[src/rtl/run_ctrl_pkg.sv]
// Shared definitions for the run controller: FSM state encoding and the
// power-on start addresses of the four program slots.
package run_ctrl_pkg;

   typedef enum logic [1:0] {
      IDLE = 2'd0,
      LOAD = 2'd1,
      RUN  = 2'd2,
      DONE = 2'd3
   } state_t;

   localparam int NUM_SLOTS   = 4;
   localparam int SLOT_STRIDE = 64;

   // Slot n starts at n*64; callers truncate to their address width.
   function automatic int def_addr(input int slot);
      return slot * SLOT_STRIDE;
   endfunction

endpackage

[src/rtl/run_ctrl_if.sv]
// Host/core-facing signal bundle of the run controller; the host side is the
// master, the controller is the slave.
interface run_ctrl_if #(
   parameter int D  = 8,
   parameter int CW = 16
);
   logic          req;
   logic [1:0]    prog_sel;
   logic          cfg_we;
   logic [1:0]    cfg_idx;
   logic [D-1:0]  cfg_addr;
   logic          halt;
   logic          core_rst;
   logic          start_ld;
   logic [D-1:0]  start_addr;
   logic          busy;
   logic          done;
   logic          timeout;
   logic [CW-1:0] cycles;

   modport master (
      output req, prog_sel, cfg_we, cfg_idx, cfg_addr, halt,
      input  core_rst, start_ld, start_addr, busy, done, timeout, cycles
   );

   modport slave (
      input  req, prog_sel, cfg_we, cfg_idx, cfg_addr, halt,
      output core_rst, start_ld, start_addr, busy, done, timeout, cycles
   );
endinterface

[src/rtl/run_ctrl_start_tbl.sv]
// Four-entry start-address register table with a single write port and a
// combinational read mux driven by the latched slot select.
module start_tbl
   import run_ctrl_pkg::*;
#(
   parameter int D = 8
) (
   input  logic         clk,
   input  logic         reset,
   input  logic         we,
   input  logic [1:0]   idx,
   input  logic [D-1:0] wdata,
   input  logic [1:0]   sel,
   output logic [D-1:0] rdata
);

   logic [D-1:0] slot_reg [NUM_SLOTS];

   generate
      for (genvar gi = 0; gi < NUM_SLOTS; gi++) begin : g_slot
         always_ff @(posedge clk) begin
            if (reset) begin
               slot_reg[gi] <= D'(def_addr(gi));
            end else if (we && (idx == 2'(gi))) begin
               slot_reg[gi] <= wdata;
            end
         end
      end
   endgenerate

   assign rdata = slot_reg[sel];

endmodule

[src/rtl/run_ctrl.sv]
// Run controller: sequences a processor core through load, run and done,
// counting run cycles and ending the run on halt, abort or cycle limit.
module run_ctrl
   import run_ctrl_pkg::*;
#(
   parameter int D      = 8,
   parameter int CW     = 16,
   parameter int MAXCYC = 4000
) (
   input  logic     clk,
   input  logic     reset,
   run_ctrl_if.slave bus
);

   localparam logic [CW-1:0] LAST_CYC = CW'(MAXCYC - 1);

   state_t        state_reg, state_next;
   logic [1:0]    sel_reg, sel_next;
   logic [CW-1:0] cycles_reg, cycles_next;
   logic          timeout_reg, timeout_next;
   logic          tbl_we;
   logic [D-1:0]  start_addr;

   always_ff @(posedge clk) begin
      if (reset) begin
         state_reg   <= IDLE;
         sel_reg     <= 2'd0;
         cycles_reg  <= '0;
         timeout_reg <= 1'b0;
      end else begin
         state_reg   <= state_next;
         sel_reg     <= sel_next;
         cycles_reg  <= cycles_next;
         timeout_reg <= timeout_next;
      end
   end

   always_comb begin
      state_next   = state_reg;
      sel_next     = sel_reg;
      cycles_next  = cycles_reg;
      timeout_next = timeout_reg;
      tbl_we       = 1'b0;
      case (state_reg)
         IDLE: begin
            // A write racing the run start on the selected slot is dropped so
            // the run keeps the address it was launched with.
            tbl_we = bus.cfg_we && !(bus.req && (bus.cfg_idx == bus.prog_sel));
            if (bus.req) begin
               sel_next     = bus.prog_sel;
               cycles_next  = '0;
               timeout_next = 1'b0;
               state_next   = LOAD;
            end
         end
         LOAD: begin
            state_next = bus.req ? RUN : IDLE;
         end
         RUN: begin
            cycles_next = cycles_reg + 1'b1;
            if (!bus.req) begin
               state_next = IDLE;
            end else if (bus.halt) begin
               state_next = DONE;
            end else if (cycles_reg == LAST_CYC) begin
               state_next   = DONE;
               timeout_next = 1'b1;
            end
         end
         DONE: begin
            if (!bus.req) begin
               state_next = IDLE;
            end
         end
         default: state_next = IDLE;
      endcase
   end

   start_tbl #(.D(D)) u_tbl (
      .clk   (clk),
      .reset (reset),
      .we    (tbl_we),
      .idx   (bus.cfg_idx),
      .wdata (bus.cfg_addr),
      .sel   (sel_reg),
      .rdata (start_addr)
   );

   assign bus.core_rst   = (state_reg != RUN);
   assign bus.start_ld   = (state_reg == LOAD);
   assign bus.busy       = (state_reg == LOAD) || (state_reg == RUN);
   assign bus.done       = (state_reg == DONE);
   assign bus.timeout    = timeout_reg;
   assign bus.cycles     = cycles_reg;
   assign bus.start_addr = start_addr;

endmodule

[src/flat_wrapper.sv]
// flat-port wrapper written by rule: the top's interface ports become plain ports
module run_ctrl_flat import run_ctrl_pkg::*;
#(
   parameter int D      = 8,
   parameter int CW     = 16,
   parameter int MAXCYC = 4000
)
  (clk, reset, bus_req, bus_prog_sel, bus_cfg_we, bus_cfg_idx, bus_cfg_addr, bus_halt, bus_core_rst, bus_start_ld, bus_start_addr, bus_busy, bus_done, bus_timeout, bus_cycles);
  run_ctrl_if #(.D(D), .CW(CW)) bus_i ();
  input  logic clk;
  input  logic reset;
  input wire logic [$bits(bus_i.req)-1:0] bus_req;
  input wire logic [$bits(bus_i.prog_sel)-1:0] bus_prog_sel;
  input wire logic [$bits(bus_i.cfg_we)-1:0] bus_cfg_we;
  input wire logic [$bits(bus_i.cfg_idx)-1:0] bus_cfg_idx;
  input wire logic [$bits(bus_i.cfg_addr)-1:0] bus_cfg_addr;
  input wire logic [$bits(bus_i.halt)-1:0] bus_halt;
  output wire logic [$bits(bus_i.core_rst)-1:0] bus_core_rst;
  output wire logic [$bits(bus_i.start_ld)-1:0] bus_start_ld;
  output wire logic [$bits(bus_i.start_addr)-1:0] bus_start_addr;
  output wire logic [$bits(bus_i.busy)-1:0] bus_busy;
  output wire logic [$bits(bus_i.done)-1:0] bus_done;
  output wire logic [$bits(bus_i.timeout)-1:0] bus_timeout;
  output wire logic [$bits(bus_i.cycles)-1:0] bus_cycles;
  assign bus_i.req = bus_req;
  assign bus_i.prog_sel = bus_prog_sel;
  assign bus_i.cfg_we = bus_cfg_we;
  assign bus_i.cfg_idx = bus_cfg_idx;
  assign bus_i.cfg_addr = bus_cfg_addr;
  assign bus_i.halt = bus_halt;
  assign bus_core_rst = bus_i.core_rst;
  assign bus_start_ld = bus_i.start_ld;
  assign bus_start_addr = bus_i.start_addr;
  assign bus_busy = bus_i.busy;
  assign bus_done = bus_i.done;
  assign bus_timeout = bus_i.timeout;
  assign bus_cycles = bus_i.cycles;
  run_ctrl #(.D(D), .CW(CW), .MAXCYC(MAXCYC)) u_core (.clk(clk), .reset(reset), .bus(bus_i));
endmodule
[config.mk]
export PLATFORM = sky130hd
export DESIGN_NAME = run_ctrl_flat
export DESIGN_NICKNAME = d
export VERILOG_FILES = /design/src/rtl/run_ctrl_pkg.sv /design/src/rtl/run_ctrl_if.sv /design/src/rtl/run_ctrl_start_tbl.sv /design/src/rtl/run_ctrl.sv /design/src/flat_wrapper.sv
export SDC_FILE = /design/constraint.sdc
export NUM_CORES = 1
export LEC_CHECK = 0
export ABC_AREA = 1
export BUFFER_PORTS_ARGS = -buffer_cell sky130_fd_sc_hd__buf_2
export CAP_MARGIN = 30
export CORE_ASPECT_RATIO = 0.75
export CORE_MARGIN = 2
export CORE_UTILIZATION = 55
export DETAILED_ROUTE_END_ITERATION = 12
export PLACE_DENSITY = 0.79
export SYNTH_ARGS = -nofsm -noshare
export SYNTH_HDL_FRONTEND = slang
export SYNTH_SLANG_ARGS = --single-unit
export TNS_END_PERCENT = 30
[constraint.sdc]
create_clock -name clk -period 2 [get_ports clk]
set_input_delay 0.2 -clock clk [delete_from_list [all_inputs] [get_ports clk]]
set_output_delay 0.2 -clock clk [all_outputs]
set_load 0.03 [all_outputs]
Word level (Yosys, flattened, before mapping)
Memory sizes are Yosys's and may differ from the RTL's. A register that Yosys moved wholly into a read port is not among the register bits.
Index checks and enable logic that the tools add are counted.
Widths: inputs -> output; s select.
{ "word_totals": {"register_bits": 21, "ram_bits": 32, "output_inout_bits": 29, "word_cells": 75, "memories": 1} }
{ "memory_table": {"columns": ["name", "words", "width", "read_ports", "rd_ports_with_merged_regs", "wr", "line", "text"], "rows": [
  ["u_core.u_tbl.slot_reg", 4, 8, 1, 1, 4, "run_ctrl_start_tbl.sv:17", "logic [D-1:0] slot_reg [NUM_SLOTS];"]
]} }
{ "classes": {"n_addsub": 1, "n_eq_ne": 15, "mux": 35, "bitwise": 4, "reduce_logical": 15} }
{ "op_table": {"columns": ["operator", "count"], "rows": [
  ["$mux 8", 4],
  ["$pmux 16 s2", 1],
  ["$mux 1", 19],
  ["$add 16x1->16 const B", 1],
  ["$eq 16x12->1 const B", 1],
  ["$mux 16", 1],
  ["$mux 2", 8],
  ["$ne 2x2->1 const B", 5],
  ["$eq 2x2->1 const B", 4],
  ["$pmux 2 s4", 1],
  ["$logic_and 1x1->1", 6],
  ["$reduce_and 5->1", 1],
  ["$eq 2x1->1 const B", 2],
  ["$logic_not 2->1", 2],
  ["$ne 4x3->1 const B", 1],
  ["$or 1x1->1", 4],
  ["$reduce_and 2->1", 2],
  ["$reduce_and 3->1", 1],
  ["$eq 2x2->1", 1],
  ["$ne 2x1->1 const B", 1],
  ["$pmux 1 s2", 1],
  ["$reduce_bool 2->1", 1],
  ["$logic_not 1->1", 1],
  ["$logic_or 1x1->1", 1]
]} }

Depth between registers and ports, before layout
Gate-level depths: netlist of the first run.
{ "logic_depth": {"word_depth": 10, "mapped_depth": 12, "mapped_depth_nobuf": 12} }

Modules after synthesis
From an unflattened synthesis of the first run, not the netlist that was laid out.
{ "hier_totals": {"cells_unflattened": 366, "hier_area_um2": 2791.4} }
{ "by_module_without_submodules": {"columns": ["mod", "instances", "cells_per_inst", "area_per_inst_um2"], "rows": [
  ["start_tbl", 1, 184, 1596.5],
  ["run_ctrl", 1, 182, 1194.9]
]} }

Worst setup path before layout of the first run
OpenSTA, ideal clock, no wires.
{ "synth_path": {"path_type": "register to register", "start": "register u_core.state_reg[0]", "end": "register u_core.cycles_reg[7], in the netlist u_core.bus.cycles[7]", "setup_ns": 0.072, "arrival_time_ns": 1.538, "setup_slack_ns": 0.391, "stages_incl_launch_ff": 9, "synth_period_minus_slack_ns": 1.609, "path_cell_list": "dfxtp_1 > inv_1 > ha_1 > clkbuf_2 > inv_1 > a21oi_1 > buf_2 > o21ai_0 > a2bb2oi_1"} }
{ "synth_via": {"elab_chain_len": 3} }
{ "synth_rtl": {"columns": ["element", "line", "text"], "rows": [
  ["start, declared", "run_ctrl.sv:17", "state_t state_reg, state_next;"],
  ["start signal, assigned", "run_ctrl.sv:31", "state_reg <= state_next;"],
  ["$eq 2x2->1 or $logic_not 2->1 (tied branches)", "run_ctrl.sv:44", "case (state_reg)"],
  ["$reduce_bool 2->1 (no source line) or $ne 2x2->1 (tied branches)", null, null],
  ["$reduce_and 2->1 (no source line)", null, null],
  ["end signal, assigned", "run_ctrl.sv:33", "cycles_reg <= cycles_next;"],
  ["end, declared", "run_ctrl.sv:19", "logic [CW-1:0] cycles_reg, cycles_next;"]
]} }
Several ways; a longest one is shown, not always the timed one.
A chain may end at the register's enable or synchronous reset.

==> Flow_metrics.wiki, run 1 <==
{| class="wikitable"
! Metric !! Value
|-
| Antenna Diode Count || 0
|-
| Total Neg Setup Slack || 0 ns
|-
| Placed instance count || 414
|-
| CP most frequent cell || sky130_fd_sc_hd__nand2_1
|-
| Part of the power in the clock network || around a quarter
|-
| Full die area || 5380 um^2
|-
| Count of antenna-violating nets left after detailed routing || 0
|-
| I/O pin count || 46
|-
| Worst path cell trace || inv_1 -> ha_1 -> nand2_1 -> inv_1 -> o21ai_2 -> nor2_4 -> nand2_1 -> nand2_1
|-
| CTS tree || yes
|-
| Final Cycle Share || 88.3%
|-
| Synth top area share || 36.3%
|-
| Number of nets produced by synthesis || 337
|-
| Final critical path time including I/O delays and setup || ~1.8 ns
|-
| Row cnt || 21
|-
| Count of buffers added by post-CTS timing repair for setup || 0
|-
| H-tree levels || 2
|-
| Number of buffer cells added on primary ports || 45
|-
| Clock slew at reported path FFs || roughly 0.10 ns
|-
| Total number of vias || roughly 2200
|-
| Overall power || 0.00258 W
|-
| Antenna violations before repair || 0
|-
| Number of distinct library cells after synthesis || 26
|-
| Total global routing overflow || 0
|-
| Cell leakage power || 1.35 nW
|-
| Number of design-rule violations left by the first detailed-router iteration || 229
|-
| Largest buffer count on any clock path || 2
|-
| Worst Setup Start Kind || flop
|-
| Fraction of layout cells with a size suffix above 1 || roughly a fifth
|-
| Post-synthesis sequential area ratio || between 50% and 60%
|-
| Number of global-route vias before repair || around 2000
|-
| CP arrival || 1.74 ns
|-
| Gp weighted congestion || ~0.86
|-
| Total number of yosys warnings || 0
|-
| Launch instance of the worst register-to-register path || u_core.state_reg[1]
|-
| Final Core Density || about two thirds
|-
| Power density cells || between 800 and 900 nW/um^2
|-
| Maximum Capacitance Violations || 0
|-
| Yosys reg bits || 55
|-
| Crit path from || u_core.state_reg[1]
|-
| Total iterations of the first detailed-routing run || 5
|-
| Cts repair resizes || 0
|-
| Category of the critical setup timing path || flop to flop
|-
| DR WL/cell || between 10 and 15 um
|-
| Dominant cells by area after synthesis || sky130_fd_sc_hd__edfxtp_1 (36%), sky130_fd_sc_hd__dfxtp_1 (17%), sky130_fd_sc_hd__nor2_1 (9.9%), sky130_fd_sc_hd__nand2_1 (7.4%), sky130_fd_sc_hd__inv_1 (5.8%)
|-
| Die Width || between 80 and 90 um
|-
| Number of standard cells after synthesis || roughly 310
|-
| Crit path capture type || flop
|-
| Slew headroom || 70.7%
|-
| Hold path startpoint || reset
|-
| All-layer global routing usage || ~22%
|-
| CP Data Required Time || 1.98 ns
|-
| Share of power burned in registers || between 50 and 60%
|-
| Area of the placeable core || 4550 um^2
|-
| Largest stage delay on the critical path || about 0.35 ns
|-
| # clock sinks || 55
|-
| Initial core utilization || between 50% and 60%
|-
| Power Internal || between 0.0015 and 0.002 W
|-
| Switching Share || between 30% and 40%
|-
| Peak Freq || around 570 MHz
|-
| Highest fanout seen on the critical path || 8
|-
| Status || completed
|-
| Power spent charging and discharging nets || about 0.00087 W
|-
| Logic depth of the worst register-to-register path || 8
|-
| Worst-Margin Slew || 0.439 ns
|-
| Maximum resistive drop on vdd || about 420 uV
|-
| Proportion of power drawn by combinational gates || about a quarter
|-
| Number of standard cells in the final layout excluding fillers || between 400 and 500
|-
| Detailed-route vias per instance || 5.27
|-
| Wire length after detailed routing || around 5600 um
|-
| Post-Synthesis Cell Area || 2640 um^2
|-
| TritonCTS buffer count || 5
|-
| Worst reg2reg setup slack || 0.23 ns
|-
| Hold Crit Class || primary input to flop
|-
| Maximum number of pins on one net before global-route repair || 19
|-
| Hold Buf Count CTS || 0
|-
| Clock tree root driver cell || sky130_fd_sc_hd__clkbuf_8
|-
| First-pass GRT wire length || between 9000 and 10000 um
|-
| Mean area per synthesized cell || about 8.4 um^2
|-
| RSZ-0062 raised after global routing || no
|-
| Vertical die dimension || about 64 um
|-
| Final Max Slew Viols || 0
|-
| Depth of the worst hold-timing path || 2
|-
| Final net count || 387
|-
| Final count of negative-setup-slack endpoints || 0
|-
| Max FFs per register || 32
|-
| Clock latency reported for the late side of the worst-skew pair || 0.31 ns
|-
| CP max stage cell || sky130_fd_sc_hd__dfxtp_1
|-
| Number of remaining DRC errors || 0
|-
| HPWL after DPL || around 4200 um
|-
| Synthesis-to-finish area growth || 14.8%
|-
| Number of hold violations in the final report || 0
|-
| Post-synth top area cell || sky130_fd_sc_hd__edfxtp_1
|-
| Worst clock skew || about 0.0041 ns
|}
-- worst paths after layout --
kind / endpoint
worst max-delay path: u_core.u_tbl.slot_reg[2][3]
worst min-delay path: u_core.bus.cycles[1]
worst max register to register: u_core.u_tbl.slot_reg[2][3]
worst min register to register: u_core.bus.timeout
-- layer usage --
| metal | vias up | global-route usage, % | routed length (um) |
|---|---|---|---|
| li1 | 1130 | - | - |
| met1 | 1018 | 33.9 | 2730 |
| met2 | 73 | 32.0 | 2420 |
| met3 | 2 | 4.65 | 401 |
| met4 | 0 | 4.84 | 17 |
| met5 | - | 0 | 0 |
-- cells by family (layout without fill, tap and decap cells) --
family | count (synthesis) | count (layout) | synth area share (%)
fa+ha+maj | 6 | 6 | 2.84
flops | 55 | 55 | 53.8
compound gates | 54 | 54 | 11.3
simple gates | 152 | 152 | 25.3
buf+inv | 47 | 98 | 6.77
-- power groups by stage --
stage               registers [W]  clock network, W  logic [W]
finish                    0.00131          0.000635   0.000638
global route              0.00131          0.000695   0.000705
CTS                       0.00130          0.000640   0.000640
detailed placement        0.00133                 0   0.000636
global placement          0.00133                 0   0.000623
floorplan                 0.00133                 0   0.000463
-- cells in the final DEF, fill, tap and decap left out, types with 3 or more instances in the layout --
cell type                  Yosys  final
sky130_fd_sc_hd__nand2_1      52     52
sky130_fd_sc_hd__edfxtp_1     32     32
sky130_fd_sc_hd__buf_2         1     45
sky130_fd_sc_hd__o21ai_0      24     24
sky130_fd_sc_hd__o22ai_1       8      8
sky130_fd_sc_hd__buf_4         0      3
sky130_fd_sc_hd__nand3_2       3      3
sky130_fd_sc_hd__a21oi_1      16     16
sky130_fd_sc_hd__inv_1        41     41
sky130_fd_sc_hd__nor2_1       70     70
sky130_fd_sc_hd__nand3_1      14     14
sky130_fd_sc_hd__ha_1          6      6
sky130_fd_sc_hd__clkbuf_8      0      5
sky130_fd_sc_hd__dfxtp_1      23     23
sky130_fd_sc_hd__nand4_1       3      3
-- layout make-up --
cell class,count,area [um^2]
clock inverter,3,23.8
sequential,55,1420
multi-input combinational,212,1040
clock buffer,5,68.8
inverter,42,158
tap,57,71.3
fill,385,1510
timing repair buffer,48,248
-- cell usage after synthesis --
master and n:
sky130_fd_sc_hd__nor2_1 70, sky130_fd_sc_hd__or2_2 1, sky130_fd_sc_hd__edfxtp_1 32, sky130_fd_sc_hd__clkbuf_1 3, sky130_fd_sc_hd__a21oi_1 16, sky130_fd_sc_hd__clkbuf_2 1, sky130_fd_sc_hd__o22ai_1 8, sky130_fd_sc_hd__buf_2 1
sky130_fd_sc_hd__nor2_4 2, sky130_fd_sc_hd__nand3_2 3, sky130_fd_sc_hd__nand3_4 2, sky130_fd_sc_hd__ha_1 6, sky130_fd_sc_hd__nand2_2 1, sky130_fd_sc_hd__dfxtp_1 23, sky130_fd_sc_hd__inv_2 1, sky130_fd_sc_hd__nor2_2 2
sky130_fd_sc_hd__o21ai_2 2, sky130_fd_sc_hd__nand3_1 14, sky130_fd_sc_hd__a31oi_1 1, sky130_fd_sc_hd__o21ai_0 24, sky130_fd_sc_hd__nand2_1 52, sky130_fd_sc_hd__a211oi_1 1, sky130_fd_sc_hd__inv_1 41, sky130_fd_sc_hd__nand4_1 3
sky130_fd_sc_hd__a2bb2oi_1 2, sky130_fd_sc_hd__nor3_1 2
-- per-stage QoR --
| stage | area [um^2] | hold slack (ns) | setup WS (ns) |
|---|---|---|---|
| 2_1_floorplan | 2640 | 0.269 | 0.391 |
| 3_3_place_gp | 2940 | 0.415 | 0.338 |
| 3_5_place_dp | 2940 | 0.418 | 0.238 |
| 4_1_cts | 3030 | 0.0932 | 0.224 |
| 5_1_grt | 3030 | 0.0906 | 0.0109 |
| 6_report | 3030 | 0.100 | 0.233 |
-- worst max-delay path: cells and delay by family (launching register included) --
kind	cells	cell delay, ns
buffers and inverters	2	0.18
adder cells (fa/ha/maj)	1	0.20
AO/OA/AOI/OAI	1	0.09
AND/OR/NAND/NOR	4	0.61
flip-flops	1	0.35
No activity file was read; power rests on OpenSTA's default activity.
==> run 2: changes to the inputs <==
CORE_UTILIZATION = 58   (was 55)
CTS_BUF_LIST = sky130_fd_sc_hd__clkbuf_4 sky130_fd_sc_hd__clkbuf_8   (was not set)
PLACE_DENSITY = 0.82   (was 0.79)
==> Flow_metrics.wiki, run 2 (synthesis gave the netlist of run 1 again) <==
{| class="wikitable"
! Metric !! Value
|-
| Number of hold violations in the final report || 0 (unchanged)
|-
| Worst Setup Start Kind || flop
|-
| First-pass GRT wire length || 9630 um (+2.6%)
|-
| Peak Freq || 562 MHz (-0.62%)
|-
| Clock latency reported for the late side of the worst-skew pair || 0.31 ns (about the same)
|-
| Launch instance of the worst register-to-register path || u_core.state_reg[1]
|-
| Clock slew at reported path FFs || 0.09 ns (about the same)
|-
| Cell leakage power || 1.35 nW (-0.35%)
|-
| Met2 layer wire length in the routed design || 2660 um (+9.8%)
|-
| Largest buffer count on any clock path || 2 (unchanged)
|-
| H-tree levels || 2 (unchanged)
|-
| Max FFs per register || 32 (unchanged)
|-
| Hold-critical path endpoint || u_core.bus.cycles[1]
|-
| # clock sinks || 55 (unchanged)
|-
| Commonest cells after routing, fill and taps aside || sky130_fd_sc_hd__nor2_1 (70), sky130_fd_sc_hd__nand2_1 (52), sky130_fd_sc_hd__buf_2 (45)
|-
| Number of inserted filler cells in the final layout || 376 (-2.3%)
|-
| Hold path startpoint || reset
|-
| Worst path cell trace || inv_1 -> ha_1 -> nand2_1 -> inv_1 -> o21ai_2 -> nor2_4 -> nand2_1 -> nand2_1
|-
| Met3 routed wirelength || 319 um (-20%)
|-
| Area of the placeable core || 4410 um^2 (-2.9%)
|-
| Sequential cell area || 1420 um^2 (unchanged)
|-
| Placed instance count || 414 (unchanged)
|-
| Number of global-route vias before repair || 2131 (+4.5%)
|-
| Power density cells || 846 nW/um^2 (-0.54%)
|-
| Wire length after detailed routing || 5570 um (about the same)
|-
| Total number of vias || 2254 (+1.4%)
|-
| Maximum Capacitance Violations || 0 (unchanged)
|-
| Maximum resistive drop on vdd || 482 uV (+14%)
|-
| Number of remaining DRC errors || 0 (unchanged)
|-
| Area of the multi-input gates || 1050 um^2 (+0.24%)
|-
| Post-Route M1 WL || 2460 um (-9.9%)
|-
| Antenna Diode Count || 0 (unchanged)
|-
| CP Data Required Time || 1.97 ns (about the same)
|-
| Worst clock skew || 0.00909 ns (+0.00495 ns)
|-
| Largest stage delay on the critical path || 0.35 ns (about the same)
|-
| Highest fanout seen on the critical path || 8 (unchanged)
|-
| Crit path capture type || flop
|-
| Clock tree root driver cell || sky130_fd_sc_hd__clkbuf_8
|-
| CTS tree || yes
|-
| CP most frequent cell || sky130_fd_sc_hd__nand2_1
|-
| Row cnt || 21 (unchanged)
|-
| Cell family with most CP delay || simple AND/OR/NAND/NOR gates
|-
| Category of the critical setup timing path || flop to flop
|-
| Final Max Slew Viols || 0 (unchanged)
|-
| Hold Crit Class || primary input to flop
|-
| Vertical die dimension || 62.5 um (-2.5%)
|-
| Critical path buffers and inverters || 2 (unchanged)
|-
| Die Width || 82.0 um (-2.5%)
|-
| TritonCTS buffer count || 5 (unchanged)
|-
| Antenna violations before repair || 0 (unchanged)
|-
| Synthesis-to-finish area growth || 14.7% (about the same)
|-
| CP max stage cell || sky130_fd_sc_hd__dfxtp_1
|-
| Initial core utilization || 59.9% (+1.7 points)
|-
| Commonest non-fill, non-tap cell in the layout || sky130_fd_sc_hd__nor2_1
|-
| I/O pin count || 46 (unchanged)
|-
| Logic depth of the worst register-to-register path || 8 (unchanged)
|-
| Gp weighted congestion || 0.852 (-0.40%)
|-
| Count of antenna-violating nets left after detailed routing || 0 (unchanged)
|-
| Worst-Margin Slew || 0.448 ns (+0.00840 ns)
|-
| HPWL after DPL || 4150 um (-1.7%)
|-
| Final-layout worst hold slack || 0.0934 ns (-0.00687 ns)
|-
| Slew headroom || 70.1% (-0.56 points)
|-
| Depth of the worst hold-timing path || 2 (unchanged)
|-
| Final net count || 387 (unchanged)
|-
| Maximum number of pins on one net before global-route repair || 17 (-2)
|-
| Final Cycle Share || 88.9% (+0.55 points)
|-
| Reg-to-Reg End || u_core.u_tbl.slot_reg[0][3]
|-
| Detailed-route vias per instance || 5.34 (+1.4%)
|-
| Number of standard cells in the final layout excluding fillers || 422 (unchanged)
|-
| Fraction of layout cells with a size suffix above 1 || 19.5% (+0.55 points)
|-
| DR WL/cell || 13.2 um (about the same)
|-
| RSZ-0062 raised after global routing || no
|-
| Status || completed
|-
| Number of design-rule violations left by the first detailed-router iteration || 269 (+17%)
|-
| Worst reg2reg setup slack || 0.22 ns (about the same)
|-
| Total Neg Setup Slack || 0 ns (unchanged)
|-
| Full die area || 5120 um^2 (-4.9%)
|-
| Number of buffer cells added on primary ports || 45 (unchanged)
|-
| Total iterations of the first detailed-routing run || 4 (-1)
|-
| Total global routing overflow || 0 (unchanged)
|-
| All-layer global routing usage || 24.7% (+2.7 points)
|-
| Hold Buf Count CTS || 0 (unchanged)
|-
| Final critical path time including I/O delays and setup || 1.78 ns (+0.0110 ns)
|-
| CP arrival || 1.75 ns (about the same)
|-
| Final count of negative-setup-slack endpoints || 0 (unchanged)
|-
| Highest Signal Layer || met4
|}
-- run 2: worst max path at each step --
stage | startpoint | end | depth (start not counted)
2_1_floorplan | u_core.state_reg[0] | u_core.bus.cycles[7] | 8
6_report | u_core.state_reg[1] | u_core.u_tbl.slot_reg[0][3] | 8
3_3_place_gp | u_core.state_reg[0] | u_core.u_tbl.slot_reg[0][3] | 8
3_5_place_dp | u_core.state_reg[1] | u_core.u_tbl.slot_reg[0][4] | 8
4_1_cts | u_core.state_reg[1] | u_core.u_tbl.slot_reg[0][4] | 8
5_1_grt | u_core.state_reg[0] | u_core.bus.cycles[14] | 12
-- run 2: per-stage QoR --
stage                     cell area, um^2  util, %  power [W]  setup slack [ns]
after CTS                            3030     68.7    0.00258             0.186
after global routing                 3030     68.7    0.00271            0.0182
final                                3030     68.7    0.00256             0.222
after floorplan                      2640        -    0.00179             0.391
after global placement               2940     66.6    0.00195             0.339
after detailed placement             2940     66.6    0.00197             0.193
-- run 2: layout make-up --
type / instances / share of cell area [%]
Clock inverter: 2 / 0.413
Sequential cell: 55 / 46.9
Multi-Input combinational cell: 212 / 34.5
Timing Repair Buffer: 48 / 8.17
Clock buffer: 6 / 2.52
Tap cell: 57 / 2.35
Inverter: 42 / 5.20
-- run 2: routing by layer --
metal	vias up	global-route usage (%)
li1	1131	-
met1	1034	34.7
met2	76	37.7
met3	13	4.62
met4	0	10.0
met5	-	0
-- run 2: where the power goes --
group | internal [W] | switching [W]
clock network | 0.000259 | 0.000356
registers | 0.00127 | 0.0000350
logic | 0.000187 | 0.000463
total | 0.00171 | 0.000853
-- run 2: timing repair --
item | CTS | global route
setup endpoints to repair | 0 | 1
gates resized for setup | 0 | 1
setup buffers | 0 | 0
-- run 2: worst register-to-register path, delay by kind of cell, from the launching register on --
kind,cells,cell delay [ns]
simple gates,4,0.63
buf+inv,2,0.18
flops,1,0.35
fa+ha+maj,1,0.21
compound gates,1,0.08
==> run 3: changes to the inputs <==
SETUP_SLACK_MARGIN = 0.3   (was not set)
==> Flow_metrics.wiki, run 3 (synthesis gave the netlist of run 1 again) <==
{| class="wikitable"
! Metric !! Value
|-
| Final Max Slew Viols || 0 (unchanged)
|-
| Share of power burned in registers || 49.3% (-1.4 points)
|-
| TritonCTS buffer count || 5 (unchanged)
|-
| Logic depth of the worst register-to-register path || 8 (unchanged)
|-
| Number of global-route vias before repair || 2145 (+0.66%)
|-
| Total global routing overflow || 0 (unchanged)
|-
| Final Cycle Share || 83.3% (-5.6 points)
|-
| HPWL after DPL || 4150 um (unchanged)
|-
| Part of the power in the clock network || 23.3% (-0.7 points)
|-
| Antenna violations before repair || 0 (unchanged)
|-
| Cell leakage power || 1.39 nW (+2.7%)
|-
| Number of remaining DRC errors || 0 (unchanged)
|-
| Final count of negative-setup-slack endpoints || 0 (unchanged)
|-
| Die Width || 82.0 um (unchanged)
|-
| Slew headroom || 63.2% (-6.9 points)
|-
| Power spent charging and discharging nets || 0.000901 W (+5.6%)
|-
| Proportion of power drawn by combinational gates || 27.4% (+2.1 points)
|-
| Worst path cell trace || clkinvlp_4 -> buf_4 -> nor2_1 -> o22ai_1 -> buf_2
|-
| Number of buffer cells added on primary ports || 45 (unchanged)
|-
| # clock sinks || 55 (unchanged)
|-
| Crit path capture type || output pin
|-
| CP arrival || 1.47 ns (-0.28 ns)
|-
| Final-layout worst hold slack || 0.0946 ns (+0.00119 ns)
|-
| Detailed-route vias per instance || 5.44 (+1.8%)
|-
| Worst clock skew || 0.0139 ns (+0.00480 ns)
|-
| Fraction of layout cells with a size suffix above 1 || 25.6% (+6.2 points)
|-
| Depth of the worst hold-timing path || 2 (unchanged)
|-
| Largest buffer count on any clock path || 2 (unchanged)
|-
| Row cnt || 21 (unchanged)
|-
| First-pass GRT wire length || 9690 um (+0.64%)
|-
| Wire length after detailed routing || 5840 um (+4.9%)
|-
| Clock latency reported for the late side of the worst-skew pair || 0.31 ns (about the same)
|-
| Gp weighted congestion || 0.852 (unchanged)
|-
| Final critical path time including I/O delays and setup || 1.67 ns (-0.113 ns)
|-
| Setup slack after placement || 0.193 ns (unchanged)
|-
| Antenna Diode Count || 0 (unchanged)
|-
| Maximum number of pins on one net before global-route repair || 17 (unchanged)
|-
| Commonest cells after routing, fill and taps aside || sky130_fd_sc_hd__nor2_1 (68), sky130_fd_sc_hd__nand2_1 (45), sky130_fd_sc_hd__buf_2 (44)
|-
| Maximum resistive drop on vdd || 512 uV (+6.1%)
|-
| Hold Buf Count CTS || 0 (unchanged)
|-
| RSZ-0062 raised after global routing || yes
|-
| Power Internal || 0.00177 W (+3.2%)
|-
| Hold Crit Class || primary input to flop
|-
| Clock tree root driver cell || sky130_fd_sc_hd__clkbuf_8
|-
| Max FFs per register || 32 (unchanged)
|-
| Worst reg2reg setup slack || 0.43 ns (+0.21 ns)
|-
| Largest stage delay on the critical path || 0.42 ns (+0.07 ns)
|-
| Total iterations of the first detailed-routing run || 5 (+1)
|-
| Synthesis-to-finish area growth || 20.4%
|-
| I/O pin count || 46 (unchanged)
|-
| Number of design-rule violations left by the first detailed-router iteration || 215 (-20%)
|-
| Commonest non-fill, non-tap cell in the layout || sky130_fd_sc_hd__nor2_1
|-
| Clock slew at reported path FFs || 0.09 ns (about the same)
|-
| H-tree levels || 2 (unchanged)
|-
| Number of hold violations in the final report || 0 (unchanged)
|-
| CTS tree || yes
|-
| Area of the placeable core || 4410 um^2 (unchanged)
|-
| CP max stage cell || sky130_fd_sc_hd__dfxtp_2
|-
| CP Data Required Time || 1.80 ns (-0.17 ns)
|-
| Total Neg Setup Slack || 0 ns (unchanged)
|-
| Initial core utilization || 59.9% (unchanged)
|-
| Switching Share || 33.8% (+0.51 points)
|-
| Status || completed
|-
| Overall power || 0.00267 W (+4.0%)
|-
| Final Core Density || 72.1% (+3.4 points)
|-
| Final critical-path setup slack || 0.335 ns (+0.113 ns)
|-
| Count of antenna-violating nets left after detailed routing || 0 (unchanged)
|-
| Worst-Margin Slew || 0.551 ns (+0.103 ns)
|-
| Total number of vias || 2327 (+3.2%)
|-
| Power density cells || 838 nW/um^2 (-0.92%)
|-
| Maximum Capacitance Violations || 0 (unchanged)
|-
| All-layer global routing usage || 24.8% (+0.12 points)
|-
| Full die area || 5120 um^2 (unchanged)
|-
| Highest fanout seen on the critical path || 8 (unchanged)
|-
| Peak Freq || 601 MHz (+6.8%)
|-
| Worst Setup Start Kind || flop
|-
| Vertical die dimension || 62.5 um (unchanged)
|-
| Category of the critical setup timing path || flop to output pin
|-
| Final net count || 393 (+1.6%)
|-
| DR WL/cell || 13.6 um (+3.4%)
|}
-- run 3: per-layer routing --
layer  vias to the layer above  share of wire (%)  track usage (%)
li1                       1144                  -                -
met1                      1067                 44             34.7
met2                       101                 47             37.8
met3                        15                6.6             4.62
met4                         0                2.2             10.6
met5                         -                  0                0
-- run 3: timing repair --
item / in CTS / in global routing
resized for setup: 5 / 30
setup endpoints to repair: 36 / 56
setup buffers: 0 / 5
endpoints found under the hold margin: 0 / 0
pin swaps: 0 / 3
gates cloned: 0 / 1
-- run 3: power by group through the flow --
stage / logic (W) / registers, W / clock network, W
floorplan: 0.000463 / 0.00133 / 0
global placement: 0.000627 / 0.00132 / 0
detailed placement: 0.000644 / 0.00133 / 0
CTS: 0.000653 / 0.00130 / 0.000629
global route: 0.000807 / 0.00132 / 0.000677
finish: 0.000730 / 0.00132 / 0.000621
-- run 3: stage by stage --
stage / instance area [um^2] / cells
after floorplan: 2640 / 314
after global placement: 2940 / 414
after detailed placement: 2940 / 414
after CTS: 3050 / 422
after global routing: 3180 / 428
final: 3180 / 428
-- run 3: layout make-up --
type	count	area (um^2)
Sequential cell	55	1430
Inverter	42	161
Clock buffer	6	76.3
Multi-Input combinational cell	212	1130
Timing Repair Buffer	53	292
Clock inverter	2	12.5
Tap cell	57	71.3
Timing Repair inverter	1	7.51
Fill cell	348	1230
-- run 3: worst max-delay path, delay by kind of cell, from the launching register on --
kind                   cells  cell delay (ns)
AO/OA/AOI/OAI              1             0.09
flip-flops                 1             0.42
AND/OR/NAND/NOR            1             0.07
buffers and inverters      3             0.59
-- run 3: final timing paths --
kind / from / end
max: flop / bus_start_addr[3]
min: reset / u_core.bus.cycles[1]
min reg2reg: u_core.bus.timeout / u_core.bus.timeout
max reg2reg: u_core.state_reg[0] / u_core.u_tbl.slot_reg[0][0]
